--- config.mk ---
export PLATFORM = sky130hd
export DESIGN_NAME = pipe_collect
export DESIGN_NICKNAME = d
export VERILOG_FILES = /design/src/rtl/pipe_collect.sv
export SDC_FILE = /design/constraint.sdc
export NUM_CORES = 1
export LEC_CHECK = 0
export ABC_AREA = 1
export BUFFER_PORTS_ARGS = -buffer_cell sky130_fd_sc_hd__buf_4
export CAP_MARGIN = 10
export CELL_PAD_IN_SITES_DETAIL_PLACEMENT = 0
export CELL_PAD_IN_SITES_GLOBAL_PLACEMENT = 1
export CORE_MARGIN = 1
export CORE_UTILIZATION = 41
export DETAILED_ROUTE_END_ITERATION = 10
export GPL_ROUTABILITY_DRIVEN = 0
export PLACE_DENSITY_LB_ADDON = 0.1
export SYNTH_ARGS = -nofsm -noshare
export SYNTH_HDL_FRONTEND = slang
export SYNTH_SLANG_ARGS = --single-unit
--- constraint.sdc ---
create_clock -name clk -period 2 [get_ports clk]
set_input_delay 0.2 -clock clk [delete_from_list [all_inputs] [get_ports clk]]
set_output_delay 0.2 -clock clk [all_outputs]
set_load 0.02 [all_outputs]
--- src/rtl/pipe_collect.sv ---
// Result-collection stage for the fixed-latency f = ((a+b)+(c-d))*d pipeline:
// issue credits, a LAT-deep valid delay line and a show-ahead result FIFO.
module pipe_collect #(
  parameter int N     = 10,
  parameter int LAT   = 4,
  parameter int DEPTH = 8
) (
  input  logic                   clk,
  input  logic                   rst_n,
  input  logic                   issue_valid,
  output logic                   issue_ready,
  input  logic [N-1:0]           pipe_f,
  output logic [N-1:0]           out_data,
  output logic                   out_valid,
  input  logic                   out_ready,
  output logic [$clog2(DEPTH):0] out_count,
  output logic [15:0]            done_cnt,
  output logic                   ovf_err
);

  localparam int PW = $clog2(DEPTH);
  localparam int CW = PW + 1;
  localparam logic [CW-1:0] DEPTH_C = CW'(DEPTH);

  logic            issue_fire;
  logic            capture;
  logic            out_fire;
  logic            push;
  logic            full;
  logic            empty;
  logic [LAT-1:0]  vld_reg;
  logic [LAT-1:0]  vld_next;
  logic [CW-1:0]   inflight_reg;
  logic [CW-1:0]   inflight_next;
  logic [CW-1:0]   count_reg;
  logic [CW-1:0]   count_next;
  logic [CW:0]     credit_used;
  logic [PW-1:0]   wr_ptr_reg;
  logic [PW-1:0]   rd_ptr_reg;
  logic [15:0]     done_cnt_reg;
  logic            ovf_err_reg;
  logic [N-1:0]    mem [DEPTH];

  // Credits cover both stored results and results still inside the pipeline,
  // so a granted issue always has a FIFO slot waiting for it.
  assign credit_used = {1'b0, count_reg} + {1'b0, inflight_reg};
  assign issue_ready = credit_used < {1'b0, DEPTH_C};
  assign issue_fire  = issue_valid & issue_ready;

  assign capture   = vld_reg[LAT-1];
  assign full      = (count_reg == DEPTH_C);
  assign empty     = (count_reg == '0);
  assign out_valid = ~empty;
  assign out_fire  = out_valid & out_ready;
  // A pop in the same cycle frees the slot, so a full FIFO still accepts.
  assign push      = capture & (~full | out_fire);

  generate
    for (genvar gi = 0; gi < LAT; gi++) begin : g_vld
      if (gi == 0) begin : g_head
        assign vld_next[gi] = issue_fire;
      end else begin : g_tail
        assign vld_next[gi] = vld_reg[gi-1];
      end
    end
  endgenerate

  always_comb begin
    count_next = count_reg;
    case ({push, out_fire})
      2'b10:   count_next = count_reg + CW'(1);
      2'b01:   count_next = count_reg - CW'(1);
      default: count_next = count_reg;
    endcase
  end

  always_comb begin
    inflight_next = inflight_reg;
    case ({issue_fire, capture})
      2'b10:   inflight_next = inflight_reg + CW'(1);
      2'b01:   inflight_next = inflight_reg - CW'(1);
      default: inflight_next = inflight_reg;
    endcase
  end

  always_ff @(posedge clk) begin
    if (!rst_n) begin
      vld_reg      <= '0;
      inflight_reg <= '0;
      count_reg    <= '0;
      wr_ptr_reg   <= '0;
      rd_ptr_reg   <= '0;
      done_cnt_reg <= '0;
      ovf_err_reg  <= 1'b0;
    end else begin
      vld_reg      <= vld_next;
      inflight_reg <= inflight_next;
      count_reg    <= count_next;
      if (push) begin
        wr_ptr_reg <= wr_ptr_reg + PW'(1);
      end
      if (out_fire) begin
        rd_ptr_reg   <= rd_ptr_reg + PW'(1);
        done_cnt_reg <= done_cnt_reg + 16'd1;
      end
      if (capture && !push) begin
        ovf_err_reg <= 1'b1;
      end
    end
  end

  always_ff @(posedge clk) begin
    if (rst_n && push) begin
      mem[wr_ptr_reg] <= pipe_f;
    end
  end

  assign out_data  = empty ? '0 : mem[rd_ptr_reg];
  assign out_count = count_reg;
  assign done_cnt  = done_cnt_reg;
  assign ovf_err   = ovf_err_reg;

endmodule

==> impl_summary.txt <==
----------------------------------------------------
[Outcome]
  Status ... complete, no violations

[Power and ir drop]
  Power density of the placed cells ... approximately 1400 nW/um^2
  Total chip power ... 9.44 mW
  Static power due to leakage ... 2.66 nW
  Peak supply drop ... about 560 uV

[Worst setup path]
  Category of the worst setup path launch point ... flop
  Critical R2R Capture ... inflight_reg[3]
  Most repeated library cell on the critical path ... sky130_fd_sc_hd__nand2_1
  Delay of the slowest cell on the worst path ... 360 ps
  Crit end category ... flop
  Register-to-register path setup slack ... 20 ps
  Crit path cell chain ... ha_4 > nor3_4 > a21boi_4 > nand2_2 > ha_4 > ha_4 > or2_4 > nand2_1 > nand2_1 > nand2_1 > nand2_1 > a21oi_1
  Slowest library cell on the worst path ... sky130_fd_sc_hd__dfxtp_4
  WP data required ... 2320 ps
  Worst EP arrival ... 2310 ps
  Critical path start-end classification ... reg2reg
  Crit path max fanout ... 3
  Worst R2R Start ... out_count[2]
  Worst Reg2Reg Path Length in Cells ... 12

[Routing]
  1st-iter DRT viols ... 212
  Count of nets left with antenna violations after detail routing ... 0
  Wire length per cell after detailed routing ... ~15 um
  Detailed-route wire length ... 11700 um
  First drt pass iteration count ... 4
  Drt drc ... 0
  Via density per instance ... 4.78
  Total via count in the routed design ... roughly 3.8k

[Clocking]
  Root Driver ... sky130_fd_sc_hd__clkbuf_16
  Clk Latency, worst-skew pair ... 410 ps
  Number of clock sinks seen by CTS ... 118
  Clock buffers created by TritonCTS ... 17
  Clock-pin transition on the worst setup and hold timing paths ... 50 ps
  Buffer depth of the longest clock path ... 2
  CTS tree ... done
  Number of H-tree branching levels ... 4

[Min path]
  Launch instance of the worst min-delay path ... pipe_f[0]
  Hold-critical path depth ... 1
  Endpoint of the worst hold path ... mem[4][0]
  Type of the most critical hold path ... in2reg

[STA]
  Relative max-transition margin ... 75.6%
  Max-slew violation count ... 0
  Min Tclk post-route ... approximately 2000 ps
  Share of the clock period used by the worst path ... 99.1%
  Setup violation total in the final timing report ... 0
  RSZ-0062 raised after global routing ... true
  Clock Skew ... about 9.4 ps
  Final worst hold slack ... between 20 and 30 ps
  Maximum clock frequency ... between 0.5 and 0.6 GHz
  Final hold violations ... 0
  Worst Max-Slew Pin Slew ... 364 ps

[Synth]
  FFs w/ async S/R, synth ... 0%
  Synthesis Warnings ... 0
  Top cells by area, synth ... sky130_fd_sc_hd__edfxtp_1 47%, sky130_fd_sc_hd__dfxtp_1 15%, sky130_fd_sc_hd__nor2_1 9.2%
  Number of standard cells after synthesis ... roughly 520
  Number of flip-flops and latches in the synthesized netlist ... 118
  Mapped Nets ... 552
  Synthesized area ... ~5100 sq um
  Sequential fraction of the synthesis area ... a little over 60%
  Most common flop cell mapped by yosys ... sky130_fd_sc_hd__edfxtp_1
  Most instantiated cells after synthesis ... 125 x sky130_fd_sc_hd__nor2_1, 80 x sky130_fd_sc_hd__edfxtp_1, 72 x sky130_fd_sc_hd__o21ai_0
  Synthesized area per cell ... around 9.7 sq um
  Most common cell in the netlist ... sky130_fd_sc_hd__nor2_1
  Cell type contributing the most total cell area after synthesis ... sky130_fd_sc_hd__edfxtp_1
  Netlist cell types ... 26
  Portion of synthesized cell area occupied by the leading cell type ... a little under half
  EDFF count, synth ... 80

[Cells and area]
  Fraction of layout cells with a size suffix above 1 ... 25.5%
  Filler instances ... 1044
  Final std cell area, no fill ... 6790 sq um
  Share of the core filled with cells in the final layout ... 56.3%
  Area added between synthesis and finish ... 33.7%
  Number of antenna diodes ... 0
  Nets@finish ... 639
  Number of flip-flops under the largest register name ... 80

[Floorplan]
  Area enclosed by the die boundary ... 12800 sq um
  Height of the chip ... about 110 um
  Floorplan row count ... 40
  Die X-Extent ... about 110 um
  Core outline area ... 12100 sq um
  Starting utilization of the core area ... 42.1%
  IO Count ... 47

[Global routing]
  Global-route usage over all layers ... 19.2%
  Global-route wire length before repair ... 18500 um
  Pin count of the biggest net entering global routing ... 41
  Total grt overflow ... 0
  Via count of the first global-routing pass ... ~3.6k
  Initial antenna violation count ... 0

[Placed design]
  Placed cell areas ... 5910 sq um
  Number of I/O port buffers ... 46
  HPWL after DPL ... between 7000 and 8000 um

[Run]
  Number of max-capacitance violations reported ... 0

----------------------------------------------------
-- kinds of logic after synthesis --
group	Yosys count	synth area share, %
fa+ha+maj	14	3.74
compound gates	104	10.3
simple gates	219	17.6
xor+xnor	7	1.21
buf+inv	62	4.85
flops	118	62.3
-- critical path, delay by kind of cell, from the launching register on --
kind	cells	cell delay, ps
and+or+nand+nor	7	680
adders and majority gates	3	550
DFF	1	360
AOI/OAI and AO/OA	2	320
-- power by group --
| part | switching, mW | internal, mW | leakage, nW |
|---|---|---|---|
| sequential | 0.129 | 2.75 | 1.03 |
| combinational | 1.97 | 1.53 | 1.35 |
| clock | 1.09 | 1.96 | 0.280 |
| total | 3.19 | 6.25 | 2.66 |
-- through the flow --
stage | setup slack (ps) | std cells | setup TNS, ps
3_5_place_dp | -66.0 | 750 | -66.0
2_1_floorplan | -115 | 524 | -322
4_1_cts | -62.9 | 786 | -146
3_3_place_gp | -38.0 | 750 | -38.0
6_report | 17.3 | 792 | 0
5_1_grt | -70.1 | 792 | -156
-- cells in the final DEF, fill, tap and decap left out, types with 2 or more instances in the layout --
master                       instances
sky130_fd_sc_hd__clkinvlp_4          5
sky130_fd_sc_hd__nand2_2             5
sky130_fd_sc_hd__bufinv_16           3
sky130_fd_sc_hd__edfxtp_1           80
sky130_fd_sc_hd__nor2_1            119
sky130_fd_sc_hd__nor2_4              3
sky130_fd_sc_hd__clkinv_1            2
sky130_fd_sc_hd__o21ai_1            28
sky130_fd_sc_hd__a21oi_2             2
sky130_fd_sc_hd__clkbuf_16          18
sky130_fd_sc_hd__nand3_1            14
sky130_fd_sc_hd__dfxtp_2             3
sky130_fd_sc_hd__nand2_1            58
sky130_fd_sc_hd__buf_6               5
sky130_fd_sc_hd__nor3_1              6
sky130_fd_sc_hd__buf_4              75
sky130_fd_sc_hd__dfxtp_1            31
sky130_fd_sc_hd__xnor2_1             6
sky130_fd_sc_hd__nor2_2              4
sky130_fd_sc_hd__dfxtp_4             4
sky130_fd_sc_hd__clkinv_4            3
sky130_fd_sc_hd__inv_6               3
sky130_fd_sc_hd__a21oi_1            17
sky130_fd_sc_hd__buf_12              4
sky130_fd_sc_hd__inv_1              39
sky130_fd_sc_hd__nand4_1             3
sky130_fd_sc_hd__ha_1                4
sky130_fd_sc_hd__inv_2               2
sky130_fd_sc_hd__ha_4                8
sky130_fd_sc_hd__o21ai_0            56
-- worst max path at each step --
stage	to	depth (start not counted)	startpoint	slack, ps
CTS	inflight_reg[3]	12	out_count[3]	-60
detailed placement	inflight_reg[3]	13	out_count[1]	-70
global placement	inflight_reg[3]	13	out_count[1]	-40
global route	inflight_reg[3]	12	out_count[2]	-70
finish	inflight_reg[3]	12	out_count[2]	20
floorplan	inflight_reg[3]	13	out_count[1]	-120
-- area by class of cell --
cell class                 instances  area (sq um)  area share, %
timing repair buffer              87           767           11.3
multi-input combinational        344          1860           27.4
clock inverter                    15           180           2.65
inverter                          43           166           2.45
sequential                       118          3180           46.9
tap                              168           210           3.10
clock buffer                      17           425           6.26
-- what timing repair did --
action | CTS | global route
setup buffers | 3 | 5
resized for setup | 14 | 41
cloned | 1 | 1
endpoints found under the hold margin | 0 | 0
hold buffers | 0 | 0
pin swaps | 8 | 20
setup endpoints to repair | 10 | 15
-- routing by layer --
metal,global-route usage [%],share of wire [%]
met5,0,0
met4,6.23,0.49
met3,4.71,3.8
met2,32.8,50
met1,23.8,46
Note: power is estimated with default switching activity, not from simulation.
